## config.mk

```make
export PLATFORM = sky130hd
export DESIGN_NAME = tmds_channel_decoder
export DESIGN_NICKNAME = d
export VERILOG_FILES = /design/src/rtl/tmds_pkg.sv /design/src/rtl/tmds_symbol_decode.sv /design/src/rtl/tmds_channel_decoder.sv
export SDC_FILE = /design/constraint.sdc
export NUM_CORES = 1
export LEC_CHECK = 0
export ABC_AREA = 1
export ABC_CLOCK_PERIOD_IN_PS = 1900
export CAP_MARGIN = 20
export CORE_MARGIN = 4
export CORE_UTILIZATION = 54
export DETAILED_ROUTE_END_ITERATION = 8
export PLACE_DENSITY = 0.79
export SETUP_SLACK_MARGIN = 0.15
export SLEW_MARGIN = 10
export SYNTH_ARGS = -nofsm -noshare
export SYNTH_HDL_FRONTEND = slang
export SYNTH_SLANG_ARGS = --single-unit
```

## constraint.sdc

```tcl
create_clock -name clk_low -period 1.9 [get_ports clk_low]
set_input_delay 0.285 -clock clk_low [delete_from_list [all_inputs] [get_ports clk_low]]
set_output_delay 0.285 -clock clk_low [all_outputs]
set_load 0.03 [all_outputs]
```

## src/rtl/tmds_pkg.sv

```systemverilog
// Shared TMDS receive definitions: control tokens, alignment FSM states and token lookup.
// With TMDS_ERR_CNT_EN defined, also provides the ones-count helper used for disparity tracking.
package tmds_pkg;

  localparam logic [9:0] TOK_C00 = 10'b1101010100;
  localparam logic [9:0] TOK_C01 = 10'b0010101011;
  localparam logic [9:0] TOK_C10 = 10'b0101010100;
  localparam logic [9:0] TOK_C11 = 10'b1010101011;

  typedef enum logic [1:0] {
    ST_SEARCH = 2'd0,
    ST_VERIFY = 2'd1,
    ST_LOCKED = 2'd2
  } state_t;

  typedef struct packed {
    logic       hit;
    logic [1:0] code;
  } tok_t;

  function automatic tok_t tok_lookup(input logic [9:0] s);
    tok_t t;
    t.hit  = 1'b1;
    t.code = 2'b00;
    case (s)
      TOK_C00: t.code = 2'b00;
      TOK_C01: t.code = 2'b01;
      TOK_C10: t.code = 2'b10;
      TOK_C11: t.code = 2'b11;
      default: begin
        t.hit  = 1'b0;
        t.code = 2'b00;
      end
    endcase
    return t;
  endfunction

  function automatic logic is_token(input logic [9:0] s);
    tok_t t;
    t = tok_lookup(s);
    return t.hit;
  endfunction

`ifdef TMDS_ERR_CNT_EN
  function automatic logic [3:0] ones10(input logic [9:0] s);
    logic [3:0] n;
    n = 4'd0;
    for (int i = 0; i < 10; i++) begin
      n = n + {3'd0, s[i]};
    end
    return n;
  endfunction
`endif

endpackage

```

## src/rtl/tmds_symbol_decode.sv

```systemverilog
// Combinational TMDS symbol decode: 10b data symbol to pixel byte, plus control-token detect.
module tmds_symbol_decode
  import tmds_pkg::*;
(
  input  logic [9:0] sym,
  output logic [7:0] data,
  output logic       is_tok,
  output logic [1:0] code
);

  logic [7:0] q_s;
  tok_t       tok_s;

  // Undo the optional inversion, then the XOR/XNOR transition chain
  always_comb begin
    q_s     = sym[9] ? ~sym[7:0] : sym[7:0];
    data    = 8'h00;
    data[0] = q_s[0];
    for (int i = 1; i < 8; i++) begin
      data[i] = sym[8] ? (q_s[i] ^ q_s[i-1]) : ~(q_s[i] ^ q_s[i-1]);
    end
    tok_s  = tok_lookup(sym);
    is_tok = tok_s.hit;
    code   = tok_s.code;
  end

endmodule

```

## src/rtl/tmds_channel_decoder.sv

```systemverilog
// One TMDS receive channel: word alignment on control tokens, then 2-stage decode to de/ctrl/data.
// Define TMDS_ERR_CNT_EN to build the running-disparity violation counter and its err_count port.
module tmds_channel_decoder
  import tmds_pkg::*;
#(
  parameter int CTRL_RUN_MIN = 8,
  parameter int LOCK_TIMEOUT = 4096
`ifdef TMDS_ERR_CNT_EN
  , parameter int DISP_LIMIT = 16
`endif
) (
  input  logic        clk_low,
  input  logic        reset,
  input  logic [9:0]  raw_in,
  output logic [7:0]  data_out,
  output logic [1:0]  ctrl_out,
  output logic        de_out,
  output logic        locked,
  output logic [3:0]  offset_out
`ifdef TMDS_ERR_CNT_EN
  , output logic [15:0] err_count
`endif
);

  localparam int RUN_W = $clog2(CTRL_RUN_MIN + 1);
  localparam int TMR_W = $clog2(LOCK_TIMEOUT);

  logic [9:0]       raw_q_r;
  logic [19:0]      win_s;
  logic [9:0]       sym_s;
  logic             sym_hit_s;
  logic [9:0]       tok_hit_s;
  logic             match_found_s;
  logic [3:0]       match_off_s;
  state_t           state_r, state_nxt_s;
  logic [3:0]       offset_r, offset_nxt_s;
  logic [RUN_W-1:0] run_cnt_r, run_cnt_nxt_s;
  logic [TMR_W-1:0] blank_tmr_r, blank_tmr_nxt_s;
  logic [9:0]       sym_q_r;
  logic             lock_s1_r;
  logic [7:0]       dec_data_s;
  logic             dec_tok_s;
  logic [1:0]       dec_code_s;
  logic [1:0]       last_code_r;

  assign win_s      = {raw_in, raw_q_r};
  assign sym_s      = 10'(win_s >> offset_r);
  assign sym_hit_s  = is_token(sym_s);
  assign offset_out = offset_r;

  // Test every bit offset in parallel; the lowest matching offset wins
  always_comb begin
    tok_hit_s   = 10'd0;
    match_off_s = 4'd0;
    for (int i = 0; i < 10; i++) begin
      tok_hit_s[i] = is_token(10'(win_s >> i));
    end
    match_found_s = |tok_hit_s;
    for (int i = 9; i >= 0; i--) begin
      match_off_s = tok_hit_s[i] ? 4'(i) : match_off_s;
    end
  end

  // Alignment FSM next-state logic
  always_comb begin
    state_nxt_s     = state_r;
    offset_nxt_s    = offset_r;
    run_cnt_nxt_s   = run_cnt_r;
    blank_tmr_nxt_s = blank_tmr_r;
    case (state_r)
      ST_SEARCH: begin
        if (match_found_s) begin
          offset_nxt_s  = match_off_s;
          run_cnt_nxt_s = RUN_W'(1);
          state_nxt_s   = ST_VERIFY;
        end else begin
          run_cnt_nxt_s = RUN_W'(0);
        end
      end
      ST_VERIFY: begin
        if (!sym_hit_s) begin
          run_cnt_nxt_s = RUN_W'(0);
          state_nxt_s   = ST_SEARCH;
        end else if (run_cnt_r == RUN_W'(CTRL_RUN_MIN - 1)) begin
          run_cnt_nxt_s   = RUN_W'(0);
          blank_tmr_nxt_s = TMR_W'(0);
          state_nxt_s     = ST_LOCKED;
        end else begin
          run_cnt_nxt_s = run_cnt_r + RUN_W'(1);
        end
      end
      ST_LOCKED: begin
        // A token on the timeout cycle still keeps the lock
        if (sym_hit_s) begin
          blank_tmr_nxt_s = TMR_W'(0);
        end else if (blank_tmr_r == TMR_W'(LOCK_TIMEOUT - 1)) begin
          blank_tmr_nxt_s = TMR_W'(0);
          state_nxt_s     = ST_SEARCH;
        end else begin
          blank_tmr_nxt_s = blank_tmr_r + TMR_W'(1);
        end
      end
      default: begin
        state_nxt_s     = ST_SEARCH;
        offset_nxt_s    = 4'd0;
        run_cnt_nxt_s   = RUN_W'(0);
        blank_tmr_nxt_s = TMR_W'(0);
      end
    endcase
  end

  // FSM state, input history and stage-1 symbol registers
  always_ff @(posedge clk_low) begin
    if (reset) begin
      state_r     <= ST_SEARCH;
      offset_r    <= 4'd0;
      run_cnt_r   <= RUN_W'(0);
      blank_tmr_r <= TMR_W'(0);
      raw_q_r     <= 10'd0;
      sym_q_r     <= 10'd0;
      lock_s1_r   <= 1'b0;
    end else begin
      state_r     <= state_nxt_s;
      offset_r    <= offset_nxt_s;
      run_cnt_r   <= run_cnt_nxt_s;
      blank_tmr_r <= blank_tmr_nxt_s;
      raw_q_r     <= raw_in;
      sym_q_r     <= sym_s;
      lock_s1_r   <= (state_nxt_s == ST_LOCKED);
    end
  end

  tmds_symbol_decode u_dec (
    .sym    (sym_q_r),
    .data   (dec_data_s),
    .is_tok (dec_tok_s),
    .code   (dec_code_s)
  );

  // Stage-2 output registers, forced quiet unless the aligned lock flag is set
  always_ff @(posedge clk_low) begin
    if (reset) begin
      data_out    <= 8'h00;
      ctrl_out    <= 2'b00;
      de_out      <= 1'b0;
      locked      <= 1'b0;
      last_code_r <= 2'b00;
    end else begin
      locked      <= lock_s1_r;
      last_code_r <= dec_tok_s ? dec_code_s : last_code_r;
      if (lock_s1_r && dec_tok_s) begin
        data_out <= 8'h00;
        ctrl_out <= dec_code_s;
        de_out   <= 1'b0;
      end else if (lock_s1_r) begin
        data_out <= dec_data_s;
        ctrl_out <= last_code_r;
        de_out   <= 1'b1;
      end else begin
        data_out <= 8'h00;
        ctrl_out <= 2'b00;
        de_out   <= 1'b0;
      end
    end
  end

`ifdef TMDS_ERR_CNT_EN
  logic signed [5:0] rd_r;
  logic signed [5:0] rd_sum_s;
  logic [5:0]        rd_abs_s;
  logic              rd_over_s;

  // Headroom: |rd| is cleared once above the limit, so it never exceeds limit + 10
  assign rd_sum_s  = rd_r + $signed({1'b0, ones10(sym_q_r), 1'b0}) - 6'sd10;
  assign rd_abs_s  = rd_r[5] ? 6'(-rd_r) : 6'(rd_r);
  assign rd_over_s = (rd_abs_s > 6'(DISP_LIMIT));

  // Running disparity over data symbols and saturating violation count
  always_ff @(posedge clk_low) begin
    if (reset) begin
      rd_r      <= 6'sd0;
      err_count <= 16'h0000;
    end else begin
      rd_r <= (dec_tok_s || rd_over_s) ? 6'sd0 : rd_sum_s;
      if (rd_over_s && (state_r == ST_LOCKED) && (err_count != 16'hFFFF)) begin
        err_count <= err_count + 16'h0001;
      end else begin
        err_count <= err_count;
      end
    end
  end
`endif

endmodule

```

==> metrics.txt <==
outcome finished, violations left; violated checks negative setup slack; Synth-to-Final Area Change 42.24%; Layout Nets 753; antenna violations before repair 0; syn_nets ~650; pin count of the biggest net entering global routing 20; GRT Residual Overflow 0; clock buffer depth 2; crit path cell chain inv_4, buf_12, nand2_4, nand3_4, nand3_4, nand2_4, a21boi_2, nand3_1, nor2_1, nand2_1, nand2_4, buf_6, nand2_1, nand3_1, nand2_1, nand2_1, nor2_1; #FFs+latches synth 57; Iteration-0 DRC Markers about 240; commonest non-fill, non-tap cell in the layout nand2_1; I/O pins 28; R2R Path End lock_s1_r; Leakage around 2.6 nW; PwrDens ~700 nW/um2; Max VDD drop roughly 0.00063 V; first-pass GRT wire length approximately 19 mm; final RePlAce weighted congestion 0.9207; Initial Util 0.5652; final setup margin -0.1913 ns; CP startpoint kind register; Tightest Pin Transition roughly 0.52 ns; worst hold slack just under 0.3 ns; Setup CP Type reg2reg; IO Port Bufs 27; Area after DPL 4841 um2; final hold viol count 0; CTS Buf Count 9; RSZ-0062 raised after global routing yes; WP depth 17; area of the die a little under 9000 um2; post-route cell area 5553 um2; Worst Skew between 0.015 and 0.02 ns; Post-Syn Area just under 4000 um2; via count 4506; worst-skew pair later-pin latency between 0.3 and 0.4 ns; share of the clock period used by the worst path 1.101; Final Core Density 0.8040; CTS tree done; Buf/Inv on CP 3; WL final ~12 mm; Setup TNS -2.970 ns; detailed placer's ending HPWL slightly above 8 mm; slowest cell on the critical path dfxtp_4; hold path startpoint raw_in[6]; Total GRT Usage 0.2698; CP required between 2 and 2.5 ns; clock sink total 57; sequential-to-total area share from yosys stat 0.2923; Reg clk slew, reported paths 0.08 ns; hold depth 3; Max Cap Viol 0; share of cells above drive strength 1 0.3256; Ys Warns 0; Setup Viol. Count Final 19; Core Area between 6000 and 7000 um2; worst path arrival time about 2.3 ns; Crit path max-delay family simple AND/OR/NAND/NOR gates; Finished Layout Cells 830; row count 30; Avg Cell Area, Syn roughly 6.2 um2; R2R setup slack -0.19 ns; nature of the critical path endpoint register; Final ANT Viol Nets 0; r2r worst-path depth 17; CTS H-tree lvls 3; end of the worst hold path raw_q_r[6]; Post-Place Cells between 700 and 800; Max Freq around 0.48 GHz; worst-path fanout max 11; most frequent cells in the layout nand2_1, nor2_1, buf_4, nand3_1, inv_1; Rel. slew slack 0.6538; cell mode on critical path nand2_1; drt pass-1 iters 5; WL per Instance roughly 14 um; Hold Crit Class in2reg; DIE WIDTH 93.03 um; antenna fix cells 0; unique cell type count in the Yosys netlist 40; CP max stage delay 0.38 ns; root buf cell clkbuf_8; Avg Vias per Cell about 5.4; DRC Markers 0; vias in the first global route between 4000 and 5000; worst reg2reg path startpoint offset_out[0]; cells after synthesis 625; post-route minimum period around 2.1 ns; chip height around 93 um; Slew Viols, Final 0
-- state kept, by name, indices dropped and copies added, names as in the netlist, 2 cells and up --
signal / count
last_code_r: 2
run_cnt_r: 4
blank_tmr_r: 12
sym_q_r: 10
ctrl_out: 2
data_out: 8
raw_q_r: 10
state_r: 2
offset_out: 4
-- metal layers --
| metal | part of all wire | GRT usage | up-vias |
|---|---|---|---|
| li1 | - | - | 2213 |
| met1 | 0.42 | 0.3249 | 2076 |
| met2 | 0.50 | 0.4769 | 178 |
| met3 | 0.056 | 0.04586 | 39 |
| met4 | 0.026 | 0.1050 | 0 |
| met5 | 0 | 0 | - |
-- worst max path at each step --
stage,from,end,slack [ns]
2_1_floorplan,offset_out[1],blank_tmr_r[7],0.01
5_1_grt,offset_out[0],blank_tmr_r[7],-0.32
6_report,offset_out[0],lock_s1_r,-0.19
4_1_cts,offset_out[0],blank_tmr_r[7],-0.09
3_5_place_dp,raw_in[4],lock_s1_r,-0.57
3_3_place_gp,raw_in[0],lock_s1_r,-0.51
-- worst min-delay path, cell delays in order --
cell	delay [ns]
dlymetal6s2s_1	0.18
inv_2	0.11
nor2_1	0.04
-- cell families (layout without fill, tap and decap cells) --
family	after synthesis	in the layout	share of synthesized area
xor gates and xnor gates	18	18	0.04038
AOI/OAI and AO/OA	39	39	0.06699
buffers and inverters	98	207	0.1135
and+or+nand+nor	401	401	0.4484
DFF	57	57	0.2923
adders and majority gates	12	12	0.03846
-- Yosys cell counts --
cell | number | area share
clkbuf_1 | 5 | 0.0048
nand3_1 | 96 | 0.12
o31ai_4 | 1 | 0.0054
inv_2 | 9 | 0.0087
o21ai_2 | 1 | 0.0022
a21o_1 | 1 | 0.0019
a21oi_2 | 2 | 0.0045
buf_6 | 7 | 0.020
nor2_1 | 105 | 0.10
nand3b_1 | 2 | 0.0038
inv_1 | 66 | 0.063
nor3_1 | 6 | 0.0077
o211ai_1 | 1 | 0.0019
a32oi_1 | 1 | 0.0022
or2_2 | 2 | 0.0032
xnor2_1 | 4 | 0.0090
nor2b_1 | 1 | 0.0016
o31ai_1 | 1 | 0.0019
nor4_1 | 6 | 0.0096
o21ai_1 | 2 | 0.0026
and2_1 | 2 | 0.0032
buf_4 | 4 | 0.0077
o41ai_1 | 1 | 0.0022
dfxtp_1 | 57 | 0.29
buf_2 | 6 | 0.0077
nor2_4 | 1 | 0.0029
buf_1 | 1 | 0.00096
nand2_1 | 156 | 0.15
o21bai_1 | 1 | 0.0019
xor2_1 | 14 | 0.031
o21ai_4 | 1 | 0.0042
ha_1 | 12 | 0.038
o21ai_0 | 7 | 0.0090
a21oi_1 | 17 | 0.022
nor2_2 | 1 | 0.0016
nand3_2 | 4 | 0.010
nand4_1 | 14 | 0.022
o22a_1 | 1 | 0.0022
a21boi_2 | 1 | 0.0029
nand2_2 | 5 | 0.0080
-- final cells by class --
class                           count  area (um2)
Multi-Input combinational cell    470        2735
Fill cell                         476        1354
Sequential cell                    57        1171
Timing Repair Buffer              116        1008
Inverter                           75       291.5
Clock buffer                        9       123.9
Tap cell                           96       120.1
Clock inverter                      7       102.6
-- where the power goes --
| part | switching [mW] | internal, mW | total [mW] |
|---|---|---|---|
| Sequential | 0.0889 | 1.27 | 1.36 |
| Combinational | 0.697 | 0.555 | 1.25 |
| Clock | 0.527 | 0.748 | 1.28 |
-- per-stage QoR --
stage / setup slack, ns / power [mW]
3_5_place_dp: -0.5651 / 2.420
6_report: -0.1913 / 3.886
2_1_floorplan: 0.01456 / 2.042
4_1_cts: -0.08945 / 3.813
3_3_place_gp: -0.5109 / 2.390
5_1_grt: -0.3247 / 4.073
-- timing repair --
action | CTS | global route
endpoints found under the setup margin | 26 | 23
hold buffers | 0 | 0
pin swaps | 11 | 14
gates cloned | 0 | 0
gates resized for setup | 73 | 60
setup buffers | 9 | 6
(Power assumes the default switching activity.)
